**src/rtl/hazard_ctrl_unit_if.sv**
```systemverilog
// Bundle between the pipeline control path and hazard_ctrl_unit.
// The pipeline drives through the master modport; the hazard unit uses the slave modport.
interface hazard_ctrl_unit_if #(
   parameter int REG_ADDR_W = 5,
   parameter int NUM_SRC    = 2
);
   logic                          enable;
   logic                          id_valid;
   logic [NUM_SRC*REG_ADDR_W-1:0] id_rs;
   logic [NUM_SRC-1:0]            id_rs_used;
   logic [REG_ADDR_W-1:0]         id_rd;
   logic                          id_reg_write;
   logic                          id_mem_read;
   logic                          ex_branch_taken;
   logic                          mem_busy;

   logic                          stall_if_id;
   logic                          bubble_id_ex;
   logic                          flush_if_id;
   logic                          freeze_all;
   logic [NUM_SRC*2-1:0]          fwd_sel;
   logic [31:0]                   stall_cnt;
   logic [31:0]                   flush_cnt;

   modport master (
      output enable, id_valid, id_rs, id_rs_used, id_rd, id_reg_write, id_mem_read,
             ex_branch_taken, mem_busy,
      input  stall_if_id, bubble_id_ex, flush_if_id, freeze_all, fwd_sel,
             stall_cnt, flush_cnt
   );

   modport slave (
      input  enable, id_valid, id_rs, id_rs_used, id_rd, id_reg_write, id_mem_read,
             ex_branch_taken, mem_busy,
      output stall_if_id, bubble_id_ex, flush_if_id, freeze_all, fwd_sel,
             stall_cnt, flush_cnt
   );
endinterface

```
**src/rtl/hazard_ctrl_unit.sv**
```systemverilog
// Hazard controller for the 5-stage pipe: forwarding selects, load-use stall, branch flush, memory freeze.
// Optional perf counters are built when HAZARD_PERF_CNT_EN is defined.
module hazard_ctrl_unit #(
   parameter int REG_ADDR_W       = 5,
   parameter int NUM_SRC          = 2,
   parameter int RF_WRITE_THROUGH = 1
) (
   input  logic               clk,
   input  logic               arst_n,
   hazard_ctrl_unit_if.slave  hz_io
);

   typedef struct packed {
      logic                  valid;
      logic [REG_ADDR_W-1:0] rd;
      logic                  reg_write;
      logic                  mem_read;
   } tag_t;

   localparam logic [1:0] FWD_RF     = 2'b00;
   localparam logic [1:0] FWD_EXMEM  = 2'b01;
   localparam logic [1:0] FWD_MEMWB  = 2'b10;
   localparam logic [1:0] FWD_REPLAY = 2'b11;

   // x0 is hardwired zero, so a producer targeting it never creates a dependency
   function automatic logic tag_match(input tag_t p, input logic used,
                                      input logic [REG_ADDR_W-1:0] rs);
      return p.valid & p.reg_write & (p.rd != REG_ADDR_W'(0)) & used & (rs == p.rd);
   endfunction

   tag_t                 ex_q, ex_d;
   tag_t                 mem_q, mem_d;
   tag_t                 wb_q, wb_d;
   logic [NUM_SRC*2-1:0] fwd_q, fwd_d;
   logic [NUM_SRC*2-1:0] fwd_new_s;
   logic [NUM_SRC-1:0]   ex_hit_s, mem_hit_s, wb_hit_s;
   logic                 run_s, load_use_s, flush_s, stall_s, bubble_s;

   // Compare each used source against the three producer tags
   always_comb begin
      ex_hit_s  = '0;
      mem_hit_s = '0;
      wb_hit_s  = '0;
      for (int i = 0; i < NUM_SRC; i++) begin
         ex_hit_s[i]  = tag_match(ex_q,  hz_io.id_rs_used[i], hz_io.id_rs[i*REG_ADDR_W +: REG_ADDR_W]);
         mem_hit_s[i] = tag_match(mem_q, hz_io.id_rs_used[i], hz_io.id_rs[i*REG_ADDR_W +: REG_ADDR_W]);
         wb_hit_s[i]  = tag_match(wb_q,  hz_io.id_rs_used[i], hz_io.id_rs[i*REG_ADDR_W +: REG_ADDR_W]);
      end
   end

   // Per-source forwarding select; the youngest producer wins
   always_comb begin
      fwd_new_s = '0;
      for (int i = 0; i < NUM_SRC; i++) begin
         if (ex_hit_s[i]) begin
            fwd_new_s[i*2 +: 2] = FWD_EXMEM;
         end else if (mem_hit_s[i]) begin
            fwd_new_s[i*2 +: 2] = FWD_MEMWB;
         end else if ((RF_WRITE_THROUGH == 0) && wb_hit_s[i]) begin
            fwd_new_s[i*2 +: 2] = FWD_REPLAY;
         end else begin
            fwd_new_s[i*2 +: 2] = FWD_RF;
         end
      end
   end

   // Control decode: mem_busy beats a taken branch, which beats load-use
   always_comb begin
      run_s      = hz_io.enable & ~hz_io.mem_busy;
      load_use_s = hz_io.id_valid & (|ex_hit_s) & ex_q.mem_read;
      flush_s    = run_s & hz_io.ex_branch_taken;
      stall_s    = run_s & ~hz_io.ex_branch_taken & load_use_s;
      bubble_s   = flush_s | stall_s;
   end

   assign hz_io.stall_if_id  = stall_s;
   assign hz_io.bubble_id_ex = bubble_s;
   assign hz_io.flush_if_id  = flush_s;
   assign hz_io.freeze_all   = hz_io.enable & hz_io.mem_busy;
   assign hz_io.fwd_sel      = fwd_q;

   // Tag shadow and forwarding-select next state; everything holds unless the pipe advances
   always_comb begin
      ex_d  = ex_q;
      mem_d = mem_q;
      wb_d  = wb_q;
      fwd_d = fwd_q;
      if (run_s) begin
         wb_d  = mem_q;
         mem_d = ex_q;
         if (bubble_s) begin
            ex_d  = '0;
            fwd_d = '0;
         end else begin
            ex_d.valid     = hz_io.id_valid;
            ex_d.rd        = hz_io.id_rd;
            ex_d.reg_write = hz_io.id_reg_write;
            ex_d.mem_read  = hz_io.id_mem_read;
            fwd_d          = fwd_new_s;
         end
      end else begin
         fwd_d = fwd_q;
      end
   end

   // Tag shadow and forwarding-select registers
   always_ff @(posedge clk or negedge arst_n) begin
      if (!arst_n) begin
         ex_q  <= '0;
         mem_q <= '0;
         wb_q  <= '0;
         fwd_q <= '0;
      end else begin
         ex_q  <= ex_d;
         mem_q <= mem_d;
         wb_q  <= wb_d;
         fwd_q <= fwd_d;
      end
   end

`ifdef HAZARD_PERF_CNT_EN
   logic [31:0] stall_cnt_q, stall_cnt_d;
   logic [31:0] flush_cnt_q, flush_cnt_d;

   // Counters wrap naturally at 2^32; stall_s/flush_s already exclude freeze and disable
   always_comb begin
      stall_cnt_d = stall_cnt_q + (stall_s ? 32'd1 : 32'd0);
      flush_cnt_d = flush_cnt_q + (flush_s ? 32'd1 : 32'd0);
   end

   // Perf counter registers
   always_ff @(posedge clk or negedge arst_n) begin
      if (!arst_n) begin
         stall_cnt_q <= 32'd0;
         flush_cnt_q <= 32'd0;
      end else begin
         stall_cnt_q <= stall_cnt_d;
         flush_cnt_q <= flush_cnt_d;
      end
   end

   assign hz_io.stall_cnt = stall_cnt_q;
   assign hz_io.flush_cnt = flush_cnt_q;
`else
   assign hz_io.stall_cnt = 32'd0;
   assign hz_io.flush_cnt = 32'd0;
`endif

endmodule
```
**src/flat_wrapper.sv**
```systemverilog
// flat-port wrapper written by rule: the top's interface ports become plain ports
module hazard_ctrl_unit_flat 
#(
   parameter int REG_ADDR_W       = 5,
   parameter int NUM_SRC          = 2,
   parameter int RF_WRITE_THROUGH = 1
)
  (clk, arst_n, hz_io_enable, hz_io_id_valid, hz_io_id_rs, hz_io_id_rs_used, hz_io_id_rd, hz_io_id_reg_write, hz_io_id_mem_read, hz_io_ex_branch_taken, hz_io_mem_busy, hz_io_stall_if_id, hz_io_bubble_id_ex, hz_io_flush_if_id, hz_io_freeze_all, hz_io_fwd_sel, hz_io_stall_cnt, hz_io_flush_cnt);
  hazard_ctrl_unit_if #(.REG_ADDR_W(REG_ADDR_W), .NUM_SRC(NUM_SRC)) hz_io_i ();
  input  logic clk;
  input  logic arst_n;
  input wire logic [$bits(hz_io_i.enable)-1:0] hz_io_enable;
  input wire logic [$bits(hz_io_i.id_valid)-1:0] hz_io_id_valid;
  input wire logic [$bits(hz_io_i.id_rs)-1:0] hz_io_id_rs;
  input wire logic [$bits(hz_io_i.id_rs_used)-1:0] hz_io_id_rs_used;
  input wire logic [$bits(hz_io_i.id_rd)-1:0] hz_io_id_rd;
  input wire logic [$bits(hz_io_i.id_reg_write)-1:0] hz_io_id_reg_write;
  input wire logic [$bits(hz_io_i.id_mem_read)-1:0] hz_io_id_mem_read;
  input wire logic [$bits(hz_io_i.ex_branch_taken)-1:0] hz_io_ex_branch_taken;
  input wire logic [$bits(hz_io_i.mem_busy)-1:0] hz_io_mem_busy;
  output wire logic [$bits(hz_io_i.stall_if_id)-1:0] hz_io_stall_if_id;
  output wire logic [$bits(hz_io_i.bubble_id_ex)-1:0] hz_io_bubble_id_ex;
  output wire logic [$bits(hz_io_i.flush_if_id)-1:0] hz_io_flush_if_id;
  output wire logic [$bits(hz_io_i.freeze_all)-1:0] hz_io_freeze_all;
  output wire logic [$bits(hz_io_i.fwd_sel)-1:0] hz_io_fwd_sel;
  output wire logic [$bits(hz_io_i.stall_cnt)-1:0] hz_io_stall_cnt;
  output wire logic [$bits(hz_io_i.flush_cnt)-1:0] hz_io_flush_cnt;
  assign hz_io_i.enable = hz_io_enable;
  assign hz_io_i.id_valid = hz_io_id_valid;
  assign hz_io_i.id_rs = hz_io_id_rs;
  assign hz_io_i.id_rs_used = hz_io_id_rs_used;
  assign hz_io_i.id_rd = hz_io_id_rd;
  assign hz_io_i.id_reg_write = hz_io_id_reg_write;
  assign hz_io_i.id_mem_read = hz_io_id_mem_read;
  assign hz_io_i.ex_branch_taken = hz_io_ex_branch_taken;
  assign hz_io_i.mem_busy = hz_io_mem_busy;
  assign hz_io_stall_if_id = hz_io_i.stall_if_id;
  assign hz_io_bubble_id_ex = hz_io_i.bubble_id_ex;
  assign hz_io_flush_if_id = hz_io_i.flush_if_id;
  assign hz_io_freeze_all = hz_io_i.freeze_all;
  assign hz_io_fwd_sel = hz_io_i.fwd_sel;
  assign hz_io_stall_cnt = hz_io_i.stall_cnt;
  assign hz_io_flush_cnt = hz_io_i.flush_cnt;
  hazard_ctrl_unit #(.REG_ADDR_W(REG_ADDR_W), .NUM_SRC(NUM_SRC), .RF_WRITE_THROUGH(RF_WRITE_THROUGH)) u_core (.clk(clk), .arst_n(arst_n), .hz_io(hz_io_i));
endmodule
```
**config.mk**
```make
export PLATFORM = sky130hd
export DESIGN_NAME = hazard_ctrl_unit_flat
export DESIGN_NICKNAME = d
export VERILOG_FILES = /design/src/rtl/hazard_ctrl_unit_if.sv /design/src/rtl/hazard_ctrl_unit.sv /design/src/flat_wrapper.sv
export SDC_FILE = /design/constraint.sdc
export NUM_CORES = 1
export LEC_CHECK = 0
export ABC_CLOCK_PERIOD_IN_PS = 2600
export BUFFER_PORTS_ARGS = -buffer_cell sky130_fd_sc_hd__buf_2
export CORE_ASPECT_RATIO = 0.8
export CORE_MARGIN = 1
export CORE_UTILIZATION = 40
export DETAILED_ROUTE_END_ITERATION = 16
export GPL_ROUTABILITY_DRIVEN = 0
export PLACE_DENSITY = 0.75
export SETUP_SLACK_MARGIN = 0.4
export SLEW_MARGIN = 20
export SYNTH_ARGS = -nofsm -noshare
export SYNTH_HDL_FRONTEND = slang
export SYNTH_SLANG_ARGS = --single-unit
```
**constraint.sdc**
```tcl
create_clock -name clk -period 2.6 [get_ports clk]
set_input_delay 0.26 -clock clk [delete_from_list [all_inputs] [get_ports clk]]
set_output_delay 0.26 -clock clk [all_outputs]
set_load 0.05 [all_outputs]
```
==> metrics, run 1 <==
Reg-to-Reg Start=u_core.ex_q[2]; P&R area growth vs syn=10.66%; ys async rst share=100.0%; ANT cells=0; Critical Path Fanout Max=4; via count=1,119; setup ws final=0.2932 ns; antenna-violating nets left=0; fin. max-slew vios=0; crit start category=register; Die Span X=72.64 microns; area leader, netlist=buf_4; Fillers=388; Setup CP Type=reg -> out; crit path time final=2.307 ns; sequential element share of the synthesized area=29.78%; vias in the first global route=976; Hold Crit Class=in -> reg; Place WS=0.3512 ns; main flop type after synthesis=dfrtp_1; Synth area leaders=buf_4 30%, dfrtp_1 30%, xor2_1 7.1%; core box area=3804 sq um; largest net degree at the start of global routing=22; final setup vio count=0; Post-synth EDFFs=0; CTS tree=built; H-Tree Depth=1; final period utilization=88.72%; Max-Cap Viols=0; FP Rows=20; Slowest cell on crit path=dfrtp_2; Via density=4.144; clock latency on the worst-skew pair=0.27 ns; Critical path buffers and inverters=1; total grt overflow=0; run status=finished clean; crit-path cells=xor2_1, nor4_2, nand3_2, a211oi_4, and2_4, buf_8; TritonRoute pass-1 iters=4; PortBufs=32; DR iter-0 viols=41; clock sinks=19; Initial Util=41.97%; Syn Std Cell Area=1597 sq um; top cell type's share of synthesized area=30.09%; hold wc startpoint=hz_io_id_rd[2]; CTS root buf=clkbuf_8; Routed WL=3.144 mm; first-pass GRT wire length=4.761 mm; RSZ-0062 raised after global routing=true; I/O pin cnt=97; crit path from=u_core.ex_q[4]; total track usage=15.16%; Avg Cell Area, Syn=9.229 sq um; Ys Warns=0; DRC viols=0; initial antenna violation count=0; Crit path required time=2.34 ns; Clock Skews=0.003342 ns; Worst VDD drop=0.2924 mV; WL/cell=11.64 microns; TritonCTS Buffers=3; Crit path max-delay family=simple AND/OR/NAND/NOR gates; crit path DAT=2.05 ns; Post-Syn Instances=173; CP endpoint kind=output pin; Seq cells post-synth=19; Fin Hold WS=0.2247 ns; Post-DP HPWL=2.325 mm; fmax=0.4335 GHz; Fin Setup TNS=0 ns; CTS Buffer Depth=2; Hold Violations, Final=0; synth unique cells=29; P per Cell Area=549.8 nW/um^2; clock-pin slew on the worst setup and hold paths=0.08 ns; fin nets=241; Die ar.=4250 sq um; Lkg Pwr=0.9218 nW; die height=58.51 microns; CP peak stage delay=0.45 ns; layout cell share with drive strength beyond 1=31.16%; final core occ=46.45%
-- path summary, 6_finish.rpt --
path                       slack, ns                 endpoint  cells after the start
max                             0.29        hz_io_stall_if_id                      6
min                             0.22           u_core.ex_q[4]                      3
max reg2reg                     0.46           u_core.ex_q[2]                      7
min reg2reg                     0.48  u_core.hz_io.fwd_sel[1]                      2
max in group asynchronous       1.80           u_core.ex_q[4]                      2
min in group asynchronous       0.47  u_core.hz_io.fwd_sel[3]                      2
-- layout make-up --
cell class / instances / area (sq um) / area share (%)
flip-flops and latches: 19 / 480.5 / 27.20
inverters: 10 / 37.54 / 2.125
repair buffers: 43 / 265.3 / 15.01
multi-input cells: 139 / 865.8 / 49.01
well taps: 55 / 68.82 / 3.895
clock buffers: 3 / 41.29 / 2.337
clock inverters: 1 / 7.507 / 0.4249
-- placed cells by master, fill, tap and decap left out, drive strengths merged, types with 3 or more instances in the layout --
cell / instances
nor4: 4
mux2: 7
o41ai: 9
nand3: 3
inv: 10
xnor2: 7
dfrtp: 19
nor2: 4
buf: 42
clkbuf: 3
conb: 64
xor2: 13
nand2: 12
-- Yosys cell counts, drive strengths merged, types with 2 or more instances --
master,instances
nand2,12
dfrtp,19
mux2,7
clkbuf,4
nor4,4
and2,2
xnor2,7
o41ai,9
nor2,4
inv,10
buf,64
nand3,3
or4,2
xor2,13
-- where the power goes --
group,internal (W),leakage (nW),total (W),switching [W]
clock network,0.000109,0.0217,0.000220,0.000111
logic,0.0000933,0.653,0.000382,0.000289
registers,0.000327,0.247,0.000369,0.0000420
-- repair_timing --
item                       CTS  global route
hold endpoints to repair    19             0
pin swaps                    6             6
setup buffers                6             2
hold buffers                 1             0
gates resized for setup     12             5
setup endpoints to repair    2             2
-- per-stage QoR --
step	cells	total power, W	instance area, sq um
detailed placement	257	0.0007281	1583
global route	270	0.001025	1767
CTS	268	0.0009707	1734
finish	270	0.0009713	1767
floorplan	236	0.0007452	1834
global placement	257	0.0007230	1583
-- worst register-to-register path: stages (launching register included) --
cell and delay, ns:
dfrtp_2 0.46, or4_4 0.56, o211ai_4 0.25, a211oi_4 0.08, buf_4 0.14, buf_4 0.13
buf_4 0.15, o41ai_1 0.25
-- state kept, by name (all words and copies together) (netlist names) --
signal	flops
u_core.mem_q	7
u_core.ex_q	8
u_core.hz_io.fwd_sel	4
-- cells by family (layout without fill, tap and decap cells) --
| family | Yosys count | count (layout) | share of synthesized area, % |
|---|---|---|---|
| other | 1 | 64 | 0.2349 |
| muxes | 7 | 7 | 4.938 |
| DFF | 19 | 19 | 29.78 |
| AOI/OAI and AO/OA | 16 | 16 | 10.11 |
| buffers and inverters | 78 | 57 | 33.39 |
| xor gates and xnor gates | 20 | 20 | 10.97 |
| and+or+nand+nor | 32 | 32 | 10.58 |
-- per-layer routing --
layer  track usage, %  vias up  routed length, microns
met1            20.39      529                    1447
met4            6.162        0                      59
li1                 -      534                       -
met3            4.110        7                     191
met5                0        -                       0
met2            23.23       49                    1445
No activity file was read; power rests on OpenSTA's default activity.
==> run 2: changes to the inputs <==
- PLACE_DENSITY: 0.75 -> 0.85
==> run 2 against run 1 <==
Compared with the run above:
- combinational power down 2%
- routed wire length is 4.6% lower
- die area is the same
- clock skew fell by 0.0021 ns
- sequential share of layout area is 0.59 points higher
- core utilization shrank 1.2 points
- critical path type unchanged
- largest cell class unchanged
- largest power group unchanged
==> metrics, run 2 (same netlist as run 1, synthesis figures left out) <==
PortBufs=32 (unchanged); Critical Path Fanout Max=5 (was 4); Worst R2R End=u_core.hz_io.fwd_sel[3] (was u_core.ex_q[2]); crit start category=register (unchanged); antenna-violating nets left=0 (unchanged); Hold Crit Class=in -> reg (unchanged); DR iter-0 viols=76 (was 41); via count=1,095 (was 1,119); clock sinks=19 (unchanged); Die ar.=4250 sq um (unchanged); Routed WL=2.998 mm (was 3.144 mm); Via density=4.086 (was 4.144); Worst VDD drop=0.3164 mV (was 0.2924 mV); CTS root buf=clkbuf_8 (unchanged); TritonRoute pass-1 iters=4 (unchanged); vias in the first global route=1,031 (was 976); layout cell share with drive strength beyond 1=28.17% (was 31.16%); CP endpoint kind=output pin (unchanged); Largest Register=u_core.ex_q (unchanged); crit path time final=2.404 ns (was 2.307 ns); Reg2Reg Setup Slack=0.47 ns (was 0.46 ns); Max-Cap Viols=0 (unchanged); hold-critical path depth=3 (unchanged); P&R area growth vs syn=7.759% (was 10.66%); clock-pin slew on the worst setup and hold paths=0.08 ns (about the same); FP Rows=20 (unchanged); fmax=0.4159 GHz (was 0.4335 GHz); clock latency on the worst-skew pair=0.26 ns (was 0.27 ns); Die Span X=72.64 microns (unchanged); largest net degree at the start of global routing=31 (was 22); Clock Skews=0.001225 ns (was 0.003342 ns); final setup vio count=0 (unchanged); ANT cells=0 (unchanged); total track usage=15.39% (was 15.16%); Hold Violations, Final=0 (unchanged); fin. max-slew vios=0 (unchanged); Critical Path End=hz_io_bubble_id_ex (was hz_io_stall_if_id); crit path DAT=2.14 ns (was 2.05 ns); final period utilization=92.47% (was 88.72%); I/O pin cnt=97 (unchanged); Crit path required time=2.34 ns (about the same); RSZ-0062 raised after global routing=true (unchanged); core box area=3804 sq um (unchanged); Lkg Pwr=0.9115 nW (was 0.9218 nW); Post-DP HPWL=2.313 mm (was 2.325 mm); H-Tree Depth=1 (unchanged); Fin Setup TNS=0 ns (unchanged); DRC viols=0 (unchanged); DP Area=1583 sq um (unchanged); run status=finished clean (unchanged); R2R depth=6 (was 7); Reg-to-Reg Start=u_core.ex_q[3] (was u_core.ex_q[2]); P per Cell Area=558.8 nW/um^2 (was 549.8 nW/um^2); first-pass GRT wire length=4.871 mm (was 4.761 mm); most common cell after layout, fill and taps aside=conb_1 (unchanged); crit path from=u_core.ex_q[3] (was u_core.ex_q[4]); CTS Buffer Depth=2 (unchanged); WL/cell=11.19 microns (was 11.64 microns); fin nets=239 (was 241); Setup CP Type=reg -> out (unchanged); final instance area=1720 sq um (was 1767 sq um); CTS tree=built (unchanged); TritonCTS Buffers=3 (unchanged); die height=58.51 microns (unchanged); total grt overflow=0 (unchanged); initial antenna violation count=0 (unchanged); Initial Util=41.97% (unchanged); max reg flops=8 (unchanged); most frequent cells in the layout=64 x conb_1, 30 x buf_2, 17 x dfrtp_1 (was 64 x conb_1, 30 x buf_2, 15 x dfrtp_1)
==> run 2: changes by cell type in the layout (fill, tap and decap cells not counted), sizes merged <==
cell / delta
buf: -2
==> run 2: what timing repair did <==
| action | 4_1_cts | 5_1_grt |
|---|---|---|
| resized for setup | 9 | 1 |
| endpoints found under the setup margin | 2 | 2 |
| pin swaps | 6 | 5 |
| endpoints found under the hold margin | 19 | 0 |
| setup buffers | 5 | 1 |
| hold buffers | 1 | 0 |
==> run 2: area by class of cell <==
| class | count | area (sq um) |
|---|---|---|
| clock buffer | 3 | 41.29 |
| tap | 55 | 68.82 |
| timing repair buffer | 41 | 246.5 |
| sequential | 19 | 478.0 |
| inverter | 10 | 37.54 |
| clock inverter | 1 | 7.507 |
| multi-input combinational | 139 | 840.8 |
| fill | 379 | 2083 |
==> run 2: through the flow <==
step                      hold WS, ns  cells  setup WS, ns  total power [W]  utilization [%]
after floorplan              -0.03559    236        0.4520        0.0007452                -
final                          0.2255    268        0.1958        0.0009614            45.23
after global placement         0.2172    257        0.4928        0.0007210            41.61
after global routing           0.2261    268       0.04199         0.001016            45.23
after detailed placement       0.2301    257        0.4745        0.0007290            41.61
after CTS                      0.2198    267        0.3156        0.0009641            44.84
==> run 2: how the worst min path moves through the flow <==
stage	startpoint	endpoint	slack, ns
2_1_floorplan	arst_n	u_core.ex_q[0]	-0.04
3_3_place_gp	arst_n	u_core.mem_q[2]	0.22
3_5_place_dp	arst_n	u_core.hz_io.fwd_sel[3]	0.23
4_1_cts	hz_io_id_mem_read	u_core.ex_q[0]	0.22
5_1_grt	hz_io_id_rd[3]	u_core.ex_q[5]	0.23
6_report	hz_io_id_reg_write	u_core.ex_q[1]	0.23
==> run 2: per-layer routing <==
metal | GRT usage [%] | vias to the layer above | wire length (microns)
met4 | 5.882 | 0 | 73
met2 | 24.30 | 55 | 1382
li1 | - | 529 | -
met5 | 0 | - | 0
met3 | 4.966 | 9 | 202
met1 | 19.74 | 502 | 1341
==> run 2: worst max-delay path, stage by stage, from the launching register on <==
cell,delay [ns]
dfrtp_2,0.46
xor2_1,0.18
nor4_1,0.34
nand3_1,0.22
a211oi_4,0.34
o21ba_2,0.18
buf_6,0.15
==> run 2: report_power, final <==
part / switching [W] / total [W] / internal [W] / leakage (nW)
Sequential: 0.0000429 / 0.000370 / 0.000327 / 0.250
Clock: 0.000110 / 0.000219 / 0.000108 / 0.0217
Combinational: 0.000285 / 0.000373 / 0.0000883 / 0.640
Total: 0.000438 / 0.000961 / 0.000523 / 0.911
